<file path="src/rtl/fuzz_eval_sequencer.sv">
// Shares one trapezoid membership evaluator across the 12 UP/LOW membership
// functions of the two-input interval type-2 fuzzifier, then publishes all degrees at once.
module fuzz_eval_sequencer #(
  parameter logic [383:0] TRAP_TABLE = {
    8'd0,   8'd1,   8'd51,  8'd114,  8'd0,   8'd1,   8'd51,  8'd107,
    8'd5,   8'd77,  8'd153, 8'd222,  8'd18,  8'd77,  8'd153, 8'd209,
    8'd118, 8'd179, 8'd254, 8'd255,  8'd125, 8'd179, 8'd254, 8'd255,
    8'd0,   8'd1,   8'd77,  8'd148,  8'd0,   8'd1,   8'd77,  8'd133,
    8'd31,  8'd102, 8'd179, 8'd250,  8'd46,  8'd102, 8'd179, 8'd235,
    8'd153, 8'd230, 8'd254, 8'd255,  8'd168, 8'd230, 8'd254, 8'd255},
  parameter int unsigned  TIMEOUT    = 16
) (
  input  logic        clk,
  input  logic        RESET,
  input  logic        EN_SCLK,
  input  logic [7:0]  Input_01,
  input  logic [7:0]  Input_02,
  output logic        eval_start,
  output logic [7:0]  eval_x,
  output logic [7:0]  eval_a,
  output logic [7:0]  eval_b,
  output logic [7:0]  eval_c,
  output logic [7:0]  eval_d,
  input  logic        eval_done,
  input  logic [7:0]  eval_mu,
  output logic [47:0] FOU_UP,
  output logic [47:0] FOU_LOW,
  output logic [5:0]  Ativo_UP,
  output logic        out_valid,
  output logic        busy,
  output logic        sample_drop,
  output logic        eval_err
);

  typedef enum logic [1:0] {IDLE, ISSUE, WAIT, PUBLISH} state_t;

  // Entry 0 sits in the top 32 bits, so it lands in element 11 of this view.
  localparam logic [11:0][31:0] TBL = TRAP_TABLE;
  localparam logic [7:0]        TMO = 8'(TIMEOUT);

  state_t           state, state_nxt;
  logic [3:0]       k;
  logic [7:0]       timer;
  logic [7:0]       in1, in2;
  logic [11:0][7:0] shadow, shadow_nxt;
  logic [31:0]      entry;
  logic [47:0]      pub_up, pub_low;
  logic [5:0]       pub_act;
  logic             tmo, store, last;

  assign entry = TBL[4'd11 - k];
  assign last  = (k == 4'd11);
  assign tmo   = (state == WAIT) && !eval_done && (timer + 8'd1 == TMO);
  assign store = (state == WAIT) && (eval_done || tmo);

  // Shadow contents including this cycle's store, so the final slot can be
  // published on the same edge that enters PUBLISH.
  always_comb begin
    shadow_nxt = shadow;
    if (store) shadow_nxt[k] = eval_done ? eval_mu : 8'd0;
    pub_up  = '0;
    pub_low = '0;
    pub_act = '0;
    for (int j = 0; j < 6; j++) begin
      pub_up[8*j +: 8]  = shadow_nxt[2*j];
      pub_low[8*j +: 8] = shadow_nxt[2*j+1];
      pub_act[5-j]      = |shadow_nxt[2*j];
    end
  end

  always_ff @(posedge clk or negedge RESET) begin
    if (!RESET) state <= IDLE;
    else        state <= state_nxt;
  end

  always_comb begin
    state_nxt = state;
    case (state)
      IDLE:    if (EN_SCLK) state_nxt = ISSUE;
      ISSUE:   state_nxt = WAIT;
      WAIT:    if (store) state_nxt = last ? PUBLISH : ISSUE;
      PUBLISH: state_nxt = IDLE;
      default: state_nxt = IDLE;
    endcase
  end

  always_comb begin
    busy        = (state != IDLE);
    eval_start  = (state == ISSUE);
    out_valid   = (state == PUBLISH);
    sample_drop = EN_SCLK && busy;
    eval_x      = 8'd0;
    eval_a      = 8'd0;
    eval_b      = 8'd0;
    eval_c      = 8'd0;
    eval_d      = 8'd0;
    if (state == ISSUE || state == WAIT) begin
      eval_x = (k < 4'd6) ? in1 : in2;
      {eval_a, eval_b, eval_c, eval_d} = entry;
    end
  end

  always_ff @(posedge clk or negedge RESET) begin
    if (!RESET) begin
      k        <= '0;
      timer    <= '0;
      in1      <= '0;
      in2      <= '0;
      shadow   <= '0;
      FOU_UP   <= '0;
      FOU_LOW  <= '0;
      Ativo_UP <= '0;
      eval_err <= 1'b0;
    end else begin
      case (state)
        IDLE: if (EN_SCLK) begin
          in1      <= Input_01;
          in2      <= Input_02;
          eval_err <= 1'b0;
          k        <= '0;
        end
        ISSUE: timer <= '0;
        WAIT: begin
          if (!eval_done) timer <= timer + 8'd1;
          if (store) begin
            shadow <= shadow_nxt;
            if (tmo) eval_err <= 1'b1;
            if (last) begin
              FOU_UP   <= pub_up;
              FOU_LOW  <= pub_low;
              Ativo_UP <= pub_act;
            end else begin
              k <= k + 4'd1;
            end
          end
        end
        default: ;
      endcase
    end
  end

endmodule

</file>
<file path="config.mk">
export PLATFORM = sky130hd
export DESIGN_NAME = fuzz_eval_sequencer
export DESIGN_NICKNAME = d
export VERILOG_FILES = /design/src/rtl/fuzz_eval_sequencer.sv
export SDC_FILE = /design/constraint.sdc
export NUM_CORES = 1
export LEC_CHECK = 0
export ABC_AREA = 1
export ABC_CLOCK_PERIOD_IN_PS = 3600
export CELL_PAD_IN_SITES_DETAIL_PLACEMENT = 0
export CELL_PAD_IN_SITES_GLOBAL_PLACEMENT = 1
export CORE_ASPECT_RATIO = 1.1
export CORE_MARGIN = 2
export CORE_UTILIZATION = 40
export CTS_BUF_LIST = sky130_fd_sc_hd__clkbuf_16
export CTS_CLUSTER_DIAMETER = 120
export DETAILED_ROUTE_END_ITERATION = 8
export GPL_ROUTABILITY_DRIVEN = 0
export PLACE_DENSITY = 0.78
export SKIP_CTS_REPAIR_TIMING = 1
export SLEW_MARGIN = 20
export SYNTH_ARGS = -nofsm -noshare
export SYNTH_HDL_FRONTEND = slang
export SYNTH_SLANG_ARGS = --single-unit
</file>
<file path="constraint.sdc">
create_clock -name clk -period 3.6 [get_ports clk]
set_clock_uncertainty 0.1 [all_clocks]
set_input_delay 0.54 -clock clk [delete_from_list [all_inputs] [get_ports clk]]
set_output_delay 0.54 -clock clk [all_outputs]
set_load 0.02 [all_outputs]
</file>
=== Word level (Yosys, flattened, before mapping) ===
Memories as Yosys holds them, arrays and structs flattened.
Index checks and enable logic that the tools add are counted.

* Muxes and demuxes: 26
* Magnitude comparators: 4
* Reductions and logical operators: 25
* $mul: 0
* Bitwise gates (word level): 0
* Shift operators: 0
* Equal/unequal tests: 10
* Divide/modulo/power cells: 0
* Add/subtract/negate cells: 3

{| class="wikitable"
|+ Operator list
! kind !! number
|-
| $bwmux 96 || 1
|-
| $mux 96 || 1
|-
| $mux 8 || 9
|-
| $reduce_or 8->1 || 6
|-
| $demux 8 s4 || 1
|-
| $mux 32 || 1
|-
| $pmux 8 s2 || 1
|-
| $mux 4 || 3
|-
| $lt 4x5->1 const B || 2
|-
| $ne 2x2->1 const B || 5
|-
| $add 8x1->8 const B || 1
|-
| $eq 8x5->1 const B || 1
|-
| $pmux 2 s4 || 1
|-
| $pmux 4 s2 || 1
|-
| $reduce_and 2->1 || 4
|-
| $reduce_and 4->1 || 2
|-
| $mux 2 || 3
|-
| $reduce_bool 2->1 || 3
|-
| $logic_and 1x1->1 || 5
|-
| $add 4x1->4 const B || 1
|-
| $eq 2x2->1 const B || 2
|-
| $eq 4x4->1 const B || 1
|-
| $ge 4x1->1 const B || 1
|-
| $lt 4x3->1 const B || 1
|-
| other kinds (8) || 11
|}

* Flip-flop bits (word level): 229
* Word-level logic and storage cells: 90
* Output and inout port bits: 147
* Input bits: 28
* Memories kept: 1
* Memory bits (read-only): 512
* Latch bits: 0
* RAM bits: 0

{| class="wikitable"
|+ Memory list
! memory !! words !! width !! rd ports !! clocked after memory_dff !! wr ports !! RTL line !! source
|-
| (no name shown) || 16 || 32 || 1 || 0 || 0 || 51 || <nowiki>assign entry = TBL[4'd11 - k];</nowiki>
|}

=== Logic depth before layout (Yosys ltp) ===
Gate-level depths: netlist of run 1.

* Depth in word-level cells: 7
* Depth in mapped cells: 19
* Gate-level depth less buffers: 17

=== Least setup slack after synthesis of run 1 ===
OpenSTA, ideal clock, no wires.

* Kind: register to output
* Start: reg k[2]
* End: out eval_b[6]
* Required time: 2960 ps
* Slack: 524 ps
* Arrival: 2436 ps
* Cell stages (with the launch flop): 10
* Buffers on the path: 3
* Path through: dfrtp_1 > clkbuf_1 > inv_1 > ha_1 > clkbuf_1 > nor2_1 > nor2_1 > inv_1 > nor2_1 > buf_4

* Longest elaborated chain between the ends: 4

{| class="wikitable"
|+ RTL lines
! what !! RTL line !! source
|-
| start: declaration || 42 || <nowiki>logic [3:0] k;</nowiki>
|-
| start signal: assignment || 133 || <nowiki>k <= k + 4'd1;</nowiki>
|-
| $sub 4x4->4 || 51 ||
|-
| $mem_v2 16x32 || n/a ||
|-
| $mux 32 (implied by the code) || 51 ||
|-
| $mux 8 || 97 || <nowiki>if (state == ISSUE || state == WAIT) begin</nowiki>
|-
| end: declaration || 21 || <nowiki>output logic [7:0] eval_b,</nowiki>
|}

No other way between the ends. The select of a mux whose other input is x is not followed.

=== Worst setup path after layout of run 1 ===
* Start: reg k[2]
* End: out eval_a[0]

* Longest elaborated chain between the ends: 4

{| class="wikitable"
|+ RTL lines
! what !! RTL line !! source
|-
| $sub 4x4->4 || 51 ||
|-
| $mem_v2 16x32 || n/a ||
|-
| $mux 32 (implied by the code) || 51 ||
|-
| $mux 8 || 97 ||
|-
| end: declaration || 20 || <nowiki>output logic [7:0] eval_a,</nowiki>
|}

No other way between the ends. The select of a mux whose other input is x is not followed.

==> impl_results.md, run 1 <==
* Outcome: completed
* DR vias/cell at 4.75
* Top cell type's share of synthesized area at 53.3%
* Area contributors post-synth: dfrtp_1, nand2_1, inv_1
* I/O Pins at 175
* EDFF count, synth at 0
* Worst min-delay path category: reg2reg
* Post-DR wirelength/cell at 15.1 um
* CP Launch Type: register
* PnR worst setup slack at 0.183 ns
* Final Power at 0.00898 W
* M2 GR Usage at 33.0%
* Reg2Reg Depth at 13
* # H-tree levels at 1
* Unique masters post-synth at 35
* Slew @ Worst Pin at 0.708 ns
* Hold EP: FOU_LOW[3]
* Via Count at 8507
* Global-route usage over all layers at 20.0%
* Largest fanout on the critical path at 12
* Post-Synthesis Cell Area at 10400 um2
* Flops & latches, synth at 221
* Post-layout minimum cycle time at 3.42 ns
* Row cnt at 61
* R2R Setup Slk at 0.52 ns
* Async SR Flop Fraction at 100%
* Worst Path Arrival at 2.78 ns
* Antenna diode count at 0
* Max Root-Sink Buffers at 3
* Fmax achieved at 293 MHz
* Met3 Resource Use GR at 3.01%
* Critical path required time at 2.96 ns
* Worst R2R End: FOU_UP[31]
* Sequential fraction of the synthesis area at 53.3%
* Share of layout cells above drive strength 1 at 6.78%
* Final Hold Viols at 0
* Port Buf Inserts at 174
* Sink Count at 221
* Max_cap viols at 0
* Initial Utilization at 40.8%
* Die footprint at 27300 um2
* PwrDens at 679 nW/um2
* Vias in the first global route at 8205
* Crit. End Element: output pin
* Core area at 25400 um2
* Period Utilization, post-route at 94.9%
* Initial antenna violation count at 0
* Setup-failing EPs final at 0
* Max-slew violations at 0
* DRT antenna net count at 0
* Post-Syn Nets at 1325
* Largest net degree at the start of global routing at 91
* Crit Path Category: reg2out
* CTS Buf Count at 24
* Largest area contributor in the netlist: dfrtp_1
* Post-DP HPWL at 17900 um
* R2r startpoint: state[0]
* Hold path cells at 2
* Clk slew on worst S/H paths at 0.06 ns
* Worst slack, placed at 0.311 ns
* Placed instance area at 12400 um2
* Synthesized area per cell at 8.13 um2
* Area growth syn-to-layout at 27.4%
* Unrepaired setup endpoints after global routing: no
* CTS root buf: clkbuf_16
* Slew margin rel. at 52.8%
* Post-Route WL at 27000 um
* First-pass GRT wire length at 43800 um
* Residual DRC count at 0
* Synth warnings at 0
* CTS tree: done
* Primary FF master, synth: dfrtp_1
* IR drop worst, VDD at 0.331 mV
* Fin nets at 1477
* Fill count at 2391
* Hold Startpoint: FOU_LOW[3]
* Initial DRT Pass Iterations at 5
* M1 GR Usage at 27.9%
* Leak pwr at 6.54 nW
* Remaining global-route overflow at 0
* Die Y at 173 um
* Synth Instances at 1277
* Clk_lat worst skew at 0.51 ns
* Initial DRC Count at 383
* Gr busiest metal: met2
* Setup TNS at 0 ns
* Design Area, Final at 13200 um2
* Die X at 158 um
-- critical path: stages, from the launching register on --
cell,delay [ns]
dfrtp_1,0.34
inv_1,0.13
ha_2,0.49
nand2_1,0.25
a21oi_1,0.23
o31ai_1,0.10
o21ai_0,0.08
clkdlybuf4s50_1,0.64
-- sequential cells by signal, indices dropped and copies added, names as in the netlist --
register,flops
Ativo_UP,6
FOU_LOW,48
FOU_UP,48
eval_err,1
in1,8
in2,8
k,4
shadow,88
state,2
timer,8
-- worst max path at each step --
| stage | slack [ns] | startpoint | endpoint |
|---|---|---|---|
| after detailed placement | 0.31 | eval_done | FOU_LOW[32] |
| after CTS | 0.03 | k[2] | eval_a[0] |
| after global routing | 0.02 | k[2] | eval_a[0] |
| final | 0.18 | k[2] | eval_a[0] |
| after floorplan | 0.52 | k[2] | eval_b[6] |
| after global placement | 0.36 | eval_done | FOU_LOW[36] |
-- area by class of cell --
type	instances	area, um2	area share, %
clock buffer	25	626	4.73
clock inverter	18	185	1.40
inverter	176	666	5.03
multi-input combinational	818	3890	29.4
sequential	221	5530	41.8
tap	346	433	3.27
timing repair buffer	188	1890	14.3
-- synth_stat cells (2+ instances only) --
cell / instances
o22ai_1: 2
nand3_2: 2
nand3_1: 56
o31ai_1: 2
nor2_1: 105
mux2_2: 16
buf_2: 21
o21ai_1: 8
inv_1: 174
ha_1: 20
a211oi_1: 3
clkbuf_1: 26
dfrtp_1: 221
nand4_1: 2
buf_6: 2
a21oi_1: 56
nor3_4: 4
nand2_1: 417
o21ai_2: 16
buf_4: 9
buf_1: 4
o21ai_0: 98
-- power breakdown --
part	switching, W	internal [W]
Clock	0.000996	0.00154
Combinational	0.00195	0.00124
Sequential	0.000257	0.00300
Total	0.00320	0.00578
-- cells in the final DEF, fill, tap and decap left out, drive strengths merged, types with 2 or more instances in the layout --
cell             n
a211oi           3
a21oi           56
buf             14
bufinv           4
clkbuf          25
clkdlybuf4s50  173
clkinv          11
dfrtp          221
ha              20
inv            178
mux2            16
nand2          419
nand3           58
nand4            2
nor2           107
nor3             6
o21ai          122
o22ai            2
o31ai            2
-- kinds of logic (layout without fill, tap and decap cells) --
kind of cell             after synthesis  in the layout  share of synthesized area [%]
buffers and inverters                238            407                           9.35
AND/OR/NAND/NOR                      592            592                           23.2
flip-flops                           221            221                           53.3
AO/OA/AOI/OAI                        189            189                           9.93
multiplexers                          16             16                           1.74
XOR/XNOR                               1              1                         0.0844
adder cells (fa/ha/maj)               20             20                           2.41
-- metrics by stage --
stage               hold WS (ns)  util (%)  cells
floorplan                  0.144         -   1277
CTS                      -0.0670      52.0   1791
detailed placement         0.365      48.8   1748
global route               0.398      52.0   1792
finish                     0.376      52.0   1792
global placement           0.361      48.8   1748
-- per-layer routing --
| layer | share of wire (%) | wire [um] |
|---|---|---|
| met5 | 0 | 0 |
| met4 | 1.8 | 498 |
| met3 | 4.8 | 1290 |
| met2 | 47 | 12800 |
| met1 | 46 | 12400 |
(Power assumes the default switching activity.)
==> run 2: changes to the inputs <==
--- a/config.mk
+++ b/config.mk
@@ -16,9 +16,9 @@
 export CTS_CLUSTER_DIAMETER = 120
 export DETAILED_ROUTE_END_ITERATION = 8
 export GPL_ROUTABILITY_DRIVEN = 0
-export PLACE_DENSITY = 0.78
+export PLACE_DENSITY_LB_ADDON = 0.25
 export SKIP_CTS_REPAIR_TIMING = 1
-export SLEW_MARGIN = 20
+export SLEW_MARGIN = 40
 export SYNTH_ARGS = -nofsm -noshare
 export SYNTH_HDL_FRONTEND = slang
 export SYNTH_SLANG_ARGS = --single-unit
==> run 2 against run 1 <==
Against the previous run:
- largest cell class unchanged
- sequential power barely moved
- critical path type unchanged
- die area did not move
- setup slack improved by 0.014 ns
- combinational power barely moved
- register-to-register slack improved by 0.08 ns
- clock-buffer cell count rose by 2
- via count fell by 0.22%
- hold slack got worse by 0.0054 ns
- clock power fell by 2%
- final cell count rose by 0.39%
- total power fell by 0.63%
- global-route usage barely moved
==> impl_results.md, run 2 (synthesis gave the netlist of run 1 again) <==
* R2r startpoint: state[0]
* Post-layout minimum cycle time at 3.40 ns
* Final Hold Viols at 0
* M2 GR Usage at 32.8%
* Critical path required time at 2.96 ns
* Unrepaired setup endpoints after global routing: no
* First-pass GRT wire length at 44100 um
* Initial Utilization at 40.8%
* CTS tree: done
* Residual DRC count at 0
* Fill count at 2441
* Largest fanout on the critical path at 12
* Gr busiest metal: met2
* Max-slew violations at 0
* Core area at 25400 um2
* Max_cap viols at 0
* Remaining global-route overflow at 0
* PwrDens at 673 nW/um2
* Clk slew on worst S/H paths at 0.06 ns
* CTS root buf: clkbuf_16
* Crit Path Category: reg2out
* Die Y at 173 um
* DR vias/cell at 4.72
* Via Count at 8488
* Outcome: completed
* Slew margin rel. at 55.0%
* DRT antenna net count at 0
* Initial antenna violation count at 0
* Multi-input gate area at 3890 um2
* Period Utilization, post-route at 94.5%
* Initial DRT Pass Iterations at 7
* CP Launch Type: register
* Worst path top cell family by delay: buffers and inverters
* Global-route usage over all layers at 20.1%
* Final Power at 0.00893 W
* Max reg flops at 88
* Utilization after layout at 52.2%
* Buf/Inv on CP at 3
* CTS Buf Count at 26
* Port Buf Inserts at 174
* Critical-path cell list: inv_1 > ha_2 > inv_1 > nor2_1 > a221oi_1 > clkdlybuf4s50_1
* Crit. End Element: output pin
* Most common cell after layout, fill and taps aside: nand2_1
* Commonest non-fill, non-tap cells in the layout: nand2_1, dfrtp_1, inv_1
* Area growth syn-to-layout at 27.8%
* Most frequent CP cell: inv_1
* Sink Count at 221
* Slowest-stage cell, CP: clkdlybuf4s50_1
* Worst R2R End: FOU_LOW[39]
* Initial DRC Count at 559
* Worst slack, placed at 0.275 ns
* # H-tree levels at 1
* Slew @ Worst Pin at 0.673 ns
* Worst Path Arrival at 2.76 ns
* Largest regs: shadow (88), FOU_LOW (48), FOU_UP (48)
* IR drop worst, VDD at 0.326 mV
* R2R Setup Slk at 0.60 ns
* Antenna diode count at 0
* Fin nets at 1482
* Setup-failing EPs final at 0
* Die footprint at 27300 um2
* Max Root-Sink Buffers at 3
* Post-Route WL at 27000 um
* Worst min-delay path category: in2async
* Share of layout cells above drive strength 1 at 6.68%
* Reg2Reg Depth at 14
* PnR worst setup slack at 0.196 ns
* Register with the most flip-flops: shadow
* Post-DR wirelength/cell at 15.0 um
* Post-DP HPWL at 17800 um
* Slowest cell delay on critical path at 0.67 ns
* Row cnt at 61
* Vias in the first global route at 8294
* Largest net degree at the start of global routing at 119
* Register area at 5530 um2
* I/O Pins at 175
* Clk_lat worst skew at 0.52 ns
* Met3 Resource Use GR at 2.41%
* Fmax achieved at 294 MHz
* Die X at 158 um
* Leak pwr at 6.59 nW
* M1 GR Usage at 28.3%
run 2: cell count changes in the layout (fill, tap and decap cells not counted), moves of 2 or more:
cell | before | now
buf_4 | 10 | 12
bufinv_16 | 4 | 2
clkbuf_16 | 25 | 27
clkinv_1 | 4 | 9
clkinv_2 | 7 | 2
inv_1 | 176 | 179
run 2: routing by layer:
metal,vias up,share of wire (%)
li1,4273,-
met3,42,3.7
met4,0,2.1
met5,-,0
met2,177,47
met1,3996,47
run 2: layout make-up:
cell class	instances	area share, %
repair buffers	191	14.6
multi-input cells	818	29.3
inverters	176	5.02
well taps	346	3.26
flip-flops and latches	221	41.7
clock inverters	20	1.02
clock buffers	27	5.09
run 2: worst max-delay path by stage:
stage	cells after the start	from	slack, ns	endpoint
after floorplan	9	k[2]	0.52	eval_b[6]
after global placement	12	eval_done	0.35	FOU_LOW[34]
after detailed placement	12	eval_done	0.27	FOU_LOW[39]
after CTS	7	k[2]	-0.003	eval_a[0]
after global routing	8	k[2]	0.04	eval_x[0]
final	6	k[2]	0.20	eval_d[0]
run 2: through the flow:
step	instances	setup TNS, ns	cell area (um2)	hold WS [ns]
2_1_floorplan	1277	0	10400	0.144
3_3_place_gp	1750	0	12400	0.361
3_5_place_dp	1750	0	12400	0.364
4_1_cts	1797	-0.00314	13200	-0.0162
5_1_grt	1799	0	13300	0.384
6_report	1799	0	13300	0.370
run 2: power breakdown:
group	leakage [nW]	internal, W	switching, W	total [W]
Combinational	3.48	0.00124	0.00194	0.00318
Sequential	2.69	0.00300	0.000255	0.00326
Clock	0.419	0.00148	0.000997	0.00248
==> run 3: changes to the inputs <==
--- a/config.mk
+++ b/config.mk
@@ -6,12 +6,11 @@
 export NUM_CORES = 1
 export LEC_CHECK = 0
 export ABC_AREA = 1
-export ABC_CLOCK_PERIOD_IN_PS = 3600
+export ABC_CLOCK_PERIOD_IN_PS = 3100
 export CELL_PAD_IN_SITES_DETAIL_PLACEMENT = 0
 export CELL_PAD_IN_SITES_GLOBAL_PLACEMENT = 1
 export CORE_ASPECT_RATIO = 1.1
-export CORE_MARGIN = 2
-export CORE_UTILIZATION = 40
+export CORE_UTILIZATION = 36
 export CTS_BUF_LIST = sky130_fd_sc_hd__clkbuf_16
 export CTS_CLUSTER_DIAMETER = 120
 export DETAILED_ROUTE_END_ITERATION = 8
==> constraint.sdc (replaced) <==
create_clock -name clk -period 3.1 [get_ports clk]
set_clock_uncertainty 0.1 [all_clocks]
set_input_delay 0.465 -clock clk [delete_from_list [all_inputs] [get_ports clk]]
set_output_delay 0.465 -clock clk [all_outputs]
set_load 0.02 [all_outputs]
==> run 3 against run 2 <==
Against the previous run:
- sequential power increased by 16%
- register-to-register slack lost 0.21 ns
- flip-flop and latch count did not move
- critical path depth is the same
- via count grew 0.33%
- die area is 8.3% higher
- design area is 0.92% higher
- hold slack better by 0.0084 ns
- largest power group unchanged
- highest routed layer unchanged
==> impl_results.md, run 3 (synthesis gave the netlist of run 1 again) <==
* Global-route usage over all layers at 19.5%
* Port Buf Inserts at 174
* Critical path required time at 2.53 ns
* Sink Count at 221
* Share of layout cells above drive strength 1 at 7.58%
* IR drop worst, VDD at 0.345 mV
* Die Y at 180 um
* R2r startpoint: state[0]
* Largest regs: shadow (88), FOU_LOW (48), FOU_UP (48)
* Leak pwr at 7.02 nW
* PnR worst setup slack at 0.110 ns
* Outcome: completed
* Net load switching power at 0.00370 W
* Clk slew on worst S/H paths at 0.06 ns
* Slew margin rel. at 47.5%
* Largest fanout on the critical path at 8
* Post-layout minimum cycle time at 2.99 ns
* Remaining global-route overflow at 0
* Antenna diode count at 0
* Utilization after layout at 47.6%
* Post-DP HPWL at 18500 um
* Sw frac at 36.7%
* Worst R2R End: k[1]
* Max reg flops at 88
* Initial antenna violation count at 0
* Part of the power in combinational logic at 36.9%
* Core area at 28100 um2
* DRT antenna net count at 0
* Worst min-delay path category: reg2reg
* Commonest non-fill, non-tap cells in the layout: nand2_1, dfrtp_1, inv_1
* Largest net degree at the start of global routing at 95
* Final std cells w/o fill at 1828
* PwrDens at 752 nW/um2
* Residual DRC count at 0
* Critical path launch point: state[1]
* Period Utilization, post-route at 96.5%
* Crit. End Element: output pin
* Critical-path cell list: inv_1 > ha_2 > nand2_1 > buf_4 > nor2_1 > clkdlybuf4s50_1
* Placed cell count at 1783
* Initial DRT Pass Iterations at 5
* Initial DRC Count at 527
* Most common cell after layout, fill and taps aside: nand2_1
* CTS root buf: clkbuf_16
* R2R Setup Slk at 0.39 ns
* DR vias/cell at 4.66
* Slowest-stage cell, CP: clkdlybuf4s50_1
* First-pass GRT wire length at 46200 um
* Clk_lat worst skew at 0.51 ns
* Power Internal at 0.00637 W
* Crit path to: eval_b[5]
* Crit Path Category: reg2out
* Hold path cells at 2
* Via Count at 8516
* Slew @ Worst Pin at 0.787 ns
* # H-tree levels at 1
* Die footprint at 29500 um2
* Register with the most flip-flops: shadow
* Worst Path Arrival at 2.43 ns
* Slowest cell delay on critical path at 0.62 ns
* CP Launch Type: register
* Design Area, Final at 13400 um2
* Area growth syn-to-layout at 29.0%
* Clock Power Share at 25.6%
* Setup TNS at 0 ns
* Initial Utilization at 36.9%
* CTS tree: done
* Worst slack, placed at 0.0459 ns
* Max Root-Sink Buffers at 3
* Row cnt at 64
* Post-Route WL at 27700 um
* Fmax achieved at 334 MHz
* Final Hold Viols at 0
* Post-DR wirelength/cell at 15.2 um
* Max-slew violations at 0
* I/O Pins at 175
* Vias in the first global route at 8589
* Fin nets at 1496
* Max_cap viols at 0
* CTS Buf Count at 25
* Reg power frac at 37.4%
* Die X at 164 um
* Reg2Reg Depth at 12
* Placed instance area at 12600 um2
* Setup-failing EPs final at 0
## run 3: changes by cell type in the layout (fill, tap and decap cells not counted), sizes merged, moves of 2 or more
cell / delta
buf: +15
clkdlybuf4s50: -26
inv: +2
dlymetal6s2s: +26
clkbuf: -2
bufinv: -2
## run 3: area by class of cell
class | instances | area (um2)
inverters | 176 | 666
clock inverters | 19 | 73.8
multi-input cells | 818 | 3910
flip-flops and latches | 221 | 5530
repair buffers | 206 | 2130
clock buffers | 25 | 626
fillers | 2744 | 14700
well taps | 363 | 454
## run 3: layer usage
metal	routed length, um	track usage, %	share of wire [%]	vias up
met1	13000	26.8	47	4042
met2	13300	33.0	48	159
met5	0	0	0	-
li1	-	-	-	4283
met3	983	2.32	3.5	32
met4	449	4.11	1.6	0
## run 3: worst min-delay path by stage
stage,endpoint,start
finish,FOU_LOW[7],FOU_LOW[7]
floorplan,Ativo_UP[0],RESET
global placement,FOU_LOW[18],FOU_LOW[18]
global route,FOU_LOW[42],FOU_LOW[42]
detailed placement,FOU_LOW[7],FOU_LOW[7]
CTS,FOU_LOW[21],RESET
## run 3: through the flow
step | hold slack (ns) | power, W
after floorplan | 0.0694 | 0.00619
after global placement | 0.362 | 0.00754
after detailed placement | 0.364 | 0.00761
after CTS | -0.0847 | 0.0102
after global routing | 0.402 | 0.0108
final | 0.378 | 0.0101
## run 3: worst max-delay path: cells and delay by family, from the launching register on
kind | cells | cell delay [ns]
DFF | 1 | 0.39
and+or+nand+nor | 2 | 0.22
adders and majority gates | 1 | 0.41
buffers and inverters | 3 | 0.90
## run 3: power by group through the flow
stage          combinational (W)  clock (W)  sequential [W]
2_1_floorplan            0.00233          0         0.00386
3_3_place_gp             0.00374          0         0.00380
3_5_place_dp             0.00378          0         0.00382
4_1_cts                  0.00380    0.00267         0.00377
5_1_grt                  0.00416    0.00279         0.00384
6_report                 0.00372    0.00258         0.00377
